File: src/rtl/sal_tlp_tx_ctrl.sv
// SAL channel-0 TLP transmit sequencer: builds the 3DW/4DW header, passes the payload
// through with valid/ready, and owns the channel tag counter and busy/done status.
module sal_tlp_tx_ctrl #(
  parameter int unsigned TAG_W = 8
) (
  input  logic             clk,
  input  logic             rst_n,
  input  logic             start_i,
  input  logic [2:0]       fmt_i,
  input  logic [4:0]       type_i,
  input  logic [2:0]       tc_i,
  input  logic [8:0]       length_i,
  input  logic [15:0]      requester_id_i,
  input  logic [15:0]      completer_id_i,
  input  logic [63:0]      addr_i,
  input  logic             pld_valid_i,
  input  logic [31:0]      pld_data_i,
  output logic             pld_ready_o,
  output logic             tlp_valid_o,
  output logic [31:0]      tlp_data_o,
  output logic             tlp_sop_o,
  output logic             tlp_eop_o,
  input  logic             tlp_ready_i,
  output logic             busy_o,
  output logic             done_o,
  output logic             start_drop_o,
  output logic [TAG_W-1:0] tag_o
);

  localparam int unsigned LEN_W  = 10;
  localparam int unsigned HCNT_W = 2;
  localparam int unsigned DW_W   = 32;
  localparam logic [4:0]  TYPE_CPL = 5'b01010;

  typedef enum logic [1:0] {
    ST_IDLE = 2'd0,
    ST_HDR  = 2'd1,
    ST_PLD  = 2'd2
  } state_t;

  state_t              state_q, state_d;
  logic [HCNT_W-1:0]   hdr_cnt_q, hdr_cnt_d;
  logic [LEN_W-1:0]    beat_cnt_q, beat_cnt_d;
  logic [TAG_W-1:0]    tag_q;

  logic [2:0]          fmt_q;
  logic [4:0]          type_q;
  logic [2:0]          tc_q;
  logic [LEN_W-1:0]    len10_q;
  logic [15:0]         req_id_q;
  logic [15:0]         cpl_id_q;
  logic [63:0]         addr_q;
  logic [TAG_W-1:0]    tag_lat_q;

  logic                start_acc;
  logic                tlp_done;
  logic                hdr_last;
  logic                pld_last;
  logic [LEN_W-1:0]    len10_in;
  logic [7:0]          tag8;
  logic [3:0]          last_be;
  logic [11:0]         byte_cnt;
  logic [DW_W-1:0]     hdr_dw;

  // A zero length field encodes the maximum 512-DW payload.
  assign len10_in = (length_i == 9'd0) ? LEN_W'(512) : LEN_W'(length_i);

  assign tag8     = 8'(tag_lat_q);
  assign last_be  = (len10_q > LEN_W'(1)) ? 4'hF : 4'h0;
  assign byte_cnt = {len10_q, 2'b00};
  assign hdr_last = (hdr_cnt_q == (fmt_q[0] ? HCNT_W'(3) : HCNT_W'(2)));
  assign pld_last = (beat_cnt_q == (len10_q - LEN_W'(1)));

  assign busy_o = (state_q != ST_IDLE);
  assign tag_o  = tag_q;

  // Header DW selected by the beat index from the latched configuration.
  always_comb begin
    hdr_dw = '0;
    if (hdr_cnt_q == HCNT_W'(0)) begin
      hdr_dw = {fmt_q, type_q, 1'b0, tc_q, 10'b0, len10_q};
    end else if (type_q == TYPE_CPL) begin
      case (hdr_cnt_q)
        HCNT_W'(1): hdr_dw = {cpl_id_q, 3'b000, 1'b0, byte_cnt};
        HCNT_W'(2): hdr_dw = {req_id_q, tag8, 1'b0, addr_q[6:0]};
        default:    hdr_dw = '0;
      endcase
    end else begin
      case (hdr_cnt_q)
        HCNT_W'(1): hdr_dw = {req_id_q, tag8, last_be, 4'hF};
        HCNT_W'(2): hdr_dw = fmt_q[0] ? addr_q[63:32] : {addr_q[31:2], 2'b00};
        default:    hdr_dw = {addr_q[31:2], 2'b00};
      endcase
    end
  end

  // Next-state and stream outputs.
  always_comb begin
    state_d     = state_q;
    hdr_cnt_d   = hdr_cnt_q;
    beat_cnt_d  = beat_cnt_q;
    start_acc   = 1'b0;
    tlp_done    = 1'b0;
    tlp_valid_o = 1'b0;
    tlp_data_o  = '0;
    tlp_sop_o   = 1'b0;
    tlp_eop_o   = 1'b0;
    pld_ready_o = 1'b0;

    case (state_q)
      ST_IDLE: begin
        if (start_i) begin
          state_d    = ST_HDR;
          hdr_cnt_d  = '0;
          beat_cnt_d = '0;
          start_acc  = 1'b1;
        end
      end

      ST_HDR: begin
        tlp_valid_o = 1'b1;
        tlp_data_o  = hdr_dw;
        tlp_sop_o   = (hdr_cnt_q == HCNT_W'(0));
        tlp_eop_o   = hdr_last & ~fmt_q[1];
        if (tlp_ready_i) begin
          if (!hdr_last) begin
            hdr_cnt_d = hdr_cnt_q + HCNT_W'(1);
          end else if (fmt_q[1]) begin
            state_d    = ST_PLD;
            beat_cnt_d = '0;
          end else begin
            state_d  = ST_IDLE;
            tlp_done = 1'b1;
          end
        end
      end

      ST_PLD: begin
        tlp_valid_o = pld_valid_i;
        tlp_data_o  = pld_data_i;
        pld_ready_o = tlp_ready_i;
        tlp_eop_o   = pld_valid_i & pld_last;
        if (pld_valid_i && tlp_ready_i) begin
          if (pld_last) begin
            state_d  = ST_IDLE;
            tlp_done = 1'b1;
          end else begin
            beat_cnt_d = beat_cnt_q + LEN_W'(1);
          end
        end
      end

      default: state_d = ST_IDLE;
    endcase
  end

  // State, counters, status pulses and latched configuration.
  always_ff @(posedge clk) begin
    if (!rst_n) begin
      state_q      <= ST_IDLE;
      hdr_cnt_q    <= '0;
      beat_cnt_q   <= '0;
      tag_q        <= '0;
      done_o       <= 1'b0;
      start_drop_o <= 1'b0;
      fmt_q        <= '0;
      type_q       <= '0;
      tc_q         <= '0;
      len10_q      <= '0;
      req_id_q     <= '0;
      cpl_id_q     <= '0;
      addr_q       <= '0;
      tag_lat_q    <= '0;
    end else begin
      state_q      <= state_d;
      hdr_cnt_q    <= hdr_cnt_d;
      beat_cnt_q   <= beat_cnt_d;
      done_o       <= tlp_done;
      start_drop_o <= start_i & (state_q != ST_IDLE);
      if (tlp_done) begin
        tag_q <= tag_q + TAG_W'(1);
      end
      if (start_acc) begin
        fmt_q     <= fmt_i;
        type_q    <= type_i;
        tc_q      <= tc_i;
        len10_q   <= len10_in;
        req_id_q  <= requester_id_i;
        cpl_id_q  <= completer_id_i;
        addr_q    <= addr_i;
        tag_lat_q <= tag_q;
      end
    end
  end

endmodule

File: config.mk
export PLATFORM = sky130hd
export DESIGN_NAME = sal_tlp_tx_ctrl
export DESIGN_NICKNAME = d
export VERILOG_FILES = /design/src/rtl/sal_tlp_tx_ctrl.sv
export SDC_FILE = /design/constraint.sdc
export NUM_CORES = 1
export LEC_CHECK = 0
export CAP_MARGIN = 0
export CELL_PAD_IN_SITES_DETAIL_PLACEMENT = 1
export CELL_PAD_IN_SITES_GLOBAL_PLACEMENT = 1
export CORE_UTILIZATION = 35
export DETAILED_ROUTE_END_ITERATION = 12
export PLACE_DENSITY = 0.77
export REMOVE_ABC_BUFFERS = 1
export SKIP_CTS_REPAIR_TIMING = 1
export SYNTH_ARGS = -nofsm -noshare
export SYNTH_HDL_FRONTEND = slang
export SYNTH_SLANG_ARGS = --single-unit
File: constraint.sdc
create_clock -name clk -period 3.3 [get_ports clk]
set_input_delay 0.495 -clock clk [delete_from_list [all_inputs] [get_ports clk]]
set_output_delay 0.495 -clock clk [all_outputs]
set_load 0.02 [all_outputs]
==> flow_metrics.env <==
export IMPL_combPwrFrac=0.335
export IMPL_tritoncts="built"
export IMPL_fin_total_pwr_mw=6.189
export IMPL_drcViolationCount=1
export IMPL_ys_ff_latch=149
export IMPL_netlist_area_leader_share=0.3999
export IMPL_grtUsageTotal=0.2581
export IMPL_crit_required_ps=2800
export IMPL_hold_depth=2
export IMPL_via_per_inst=5.631
export IMPL_synth_most_common_cell="nand2_1"
export IMPL_hold_viol=0
export IMPL_grt_pass1_vias=8230
export IMPL_netlist_top_cells_count="nand2_1 (272), a21oi_1 (163), dfxtp_1 (149), clkbuf_1 (85), a222oi_1 (35)"
export IMPL_cts_buffers=17
export IMPL_arrival_ps=2880
export IMPL_synth_edf_count=0
export IMPL_wl_per_cell_um=19.51
export IMPL_grt_max_degree=72
export IMPL_grt_met3_usage=0.04784
export IMPL_rr_worst_depth=11
export IMPL_relSlewSlack=0.5086
export IMPL_clock_skew_ps=7.264
export IMPL_p_sw_mw=2.171
export IMPL_clock_latency_ps=420
export IMPL_yosys_area_top_type="dfxtp_1"
export IMPL_grt_overflow_total=0
export IMPL_r2r_end="tag_o[6]$_SDFFE_PN0P_"
export IMPL_netlist_area_um2=7460
export IMPL_grt_pass1_wl_mm=43.96
export IMPL_internal_power_mw=4.017
export IMPL_finalCritPeriodShare=1.023
export IMPL_p_leak_nw=4.290
export IMPL_io_pins=200
export IMPL_die_h_um=148.0
export IMPL_drtAntennaViolNets=0
export IMPL_reg2reg_setup_slack_ps=160
export IMPL_cp_num_buf_inv=2
export IMPL_core_um2=20960
export IMPL_fin_cells=1467
export IMPL_fin_setup_tns_ps=-75.18
export IMPL_drt_total_wl_mm=28.62
export IMPL_worstMarginPinSlew_ps=737.1
export IMPL_reg2reg_from="len10_q[1]$_SDFFE_PN0P_"
export IMPL_cp_start_kind="register"
export IMPL_fill_cells=2533
export IMPL_synth_cells=994
export IMPL_finish_instance_area_um2=10750
export IMPL_antenna_found_initial=2
export IMPL_place_area_um2=9987
export IMPL_use_met1=0.3296
export IMPL_syn_to_final_growth_pct=44.11
export IMPL_holdWs_ps=451.8
export IMPL_cts_root_buf="clkbuf_16"
export IMPL_cp_cell_sequence="inv_1 -> ha_1 -> or3b_2 -> nor4_2 -> a22oi_1 -> a2111o_1 -> o31ai_2 -> and2_1 -> clkbuf_2"
export IMPL_synth_area_top_cells="dfxtp_1 (40%), nand2_1 (14%), a21oi_1 (11%), a222oi_1 (4.7%), clkbuf_1 (4.3%)"
export IMPL_cts_clk_slew_worst_paths_ps=60
export IMPL_grtUsageMet2=0.4345
export IMPL_die_area_um2=21900
export IMPL_peakVddDrop_mv=0.2538
export IMPL_fin_ws_ps=-75.18
export IMPL_cp_max_fo=4
export IMPL_drive_gt1_frac=0.09992
export IMPL_drv_cap=0
export IMPL_outcome="finished with violations"
export IMPL_max_freq_mhz=296.3
export IMPL_dr_pass1_iters=12
export IMPL_pwr_share_clk=0.315
export IMPL_critPathKind="reg2out"
export IMPL_die_x_um=148.0
export IMPL_synthArstFlopShare=0
export IMPL_holdCritStartpoint="addr_q[41]$_SDFFE_PN0P_"
export IMPL_cpPeakStageDelay_ps=510
export IMPL_drtIter0Drc=700
export IMPL_crit_family="simple AND/OR/NAND/NOR gates"
export IMPL_rsz0062_at_grt="yes"
export IMPL_num_rows=53
export IMPL_pwr_share_seq=0.350
export IMPL_powerDensity_nw_per_um2=575.7
export IMPL_dpl_cell_count=1434
export IMPL_synth_warning_count=0
export IMPL_grt_busiest_layer="met2"
export IMPL_min_to="addr_q[41]$_SDFFE_PN0P_"
export IMPL_dp_hpwl_mm=19.90
export IMPL_yosysUniqueCellTypes=56
export IMPL_setup_viol=1
export IMPL_worst_setup_path_end_kind="output port"
export IMPL_cts_buffer_depth=2
export IMPL_period_minus_slack_ps=3375
export IMPL_vias=8260
export IMPL_gp_congestion=0.9211
export IMPL_swShare=0.3509
export IMPL_numPortBuffers=199
export IMPL_cts_sinks=149
export IMPL_cts_max_level=4
export IMPL_num_nets_final=1341
export IMPL_avgSynthCellArea_um2=7.505
export IMPL_violations="design-rule violations, negative setup slack"
export IMPL_min_path_type="reg2reg"
export IMPL_ys_flop_type="dfxtp_1"
export IMPL_initial_core_util=0.3560
export IMPL_seq_area_frac_synth=0.3999
export IMPL_crit_path_top_delay_cell="or3b_2"
export IMPL_finalMaxSlewViolations=0
kinds of logic (layout without fill, tap and decap cells):
kind of cell,count (synthesis),count (layout),synth area share
AOI/OAI and AO/OA,315,315,0.2709
xor gates and xnor gates,17,17,0.01996
adders and majority gates,10,10,0.01677
buffers and inverters,102,299,0.05250
DFF,149,149,0.3999
muxes,7,7,0.009393
other,0,1,0
and+or+nand+nor,394,394,0.2306
flip-flops by register name, indices dropped and copies added, names as in the netlist:
signal        cells
addr_q           64
beat_cnt_q       10
cpl_id_q         16
done_o            1
fmt_q             3
hdr_cnt_q         2
len10_q          10
req_id_q         16
start_drop_o      1
state_q           2
tag8              8
tag_o             8
tc_q              3
type_q            5
metrics by stage:
stage          setup WS [ps]  utilization
6_report              -75.18       0.5130
5_1_grt               -139.3       0.5130
3_5_place_dp          -25.80       0.4766
3_3_place_gp           13.12       0.4766
4_1_cts               -624.6       0.5046
2_1_floorplan         -17.22            -
metal layers:
metal,share of wire,vias to the layer above
met4,0.023,0
met2,0.48,281
met3,0.054,42
met1,0.44,4030
met5,0,-
li1,-,3907
worst max-delay path by stage:
stage	from	end	slack, ps	cells past startpoint
after floorplan	hdr_cnt_q[0]$_SDFFE_PN0P_	tlp_data_o[8]	-20	9
after global placement	len10_q[1]$_SDFFE_PN0P_	tlp_eop_o	10	9
after detailed placement	len10_q[1]$_SDFFE_PN0P_	tlp_eop_o	-30	9
after CTS	len10_q[1]$_SDFFE_PN0P_	tlp_eop_o	-620	9
after global routing	len10_q[1]$_SDFFE_PN0P_	tlp_eop_o	-140	9
final	len10_q[1]$_SDFFE_PN0P_	tlp_eop_o	-80	9
final cells by class:
class / count / area [um^2] / area share
multi-input combinational: 743 / 4225 / 0.3930
sequential: 149 / 2983 / 0.2775
timing repair buffer: 253 / 2554 / 0.2375
clock buffer: 22 / 464.2 / 0.04318
tap: 275 / 344.1 / 0.03201
clock inverter: 10 / 122.6 / 0.01141
inverter: 14 / 55.05 / 0.005121
antenna: 1 / 2.502 / 0.0002328
power groups by stage:
stage	Clock (mW)	Sequential (mW)	Combinational [mW]
global route	2.05	2.19	2.26
finish	1.95	2.17	2.07
global placement	0	2.19	1.97
floorplan	0	2.17	1.12
CTS	1.97	2.16	2.02
detailed placement	0	2.20	2.00
cells in the final DEF, fill, tap and decap left out, types with 23 or more instances in the layout:
cell type and n:
a21oi_1 161, a221oi_1 24, a222oi_1 35, buf_4 45
clkdlybuf4s50_1 166, dfxtp_1 149, dlymetal6s2s_1 29, nand2_1 270
nor2_1 23, nor2b_1 26, o21ai_0 28
tightest hold or removal path: cells and delay by family, from the launching register on:
| kind | cells | cell delay, ps |
|---|---|---|
| flops | 1 | 300 |
| simple gates | 1 | 50 |
| compound gates | 1 | 50 |
No activity file was read; power rests on OpenSTA's default activity.
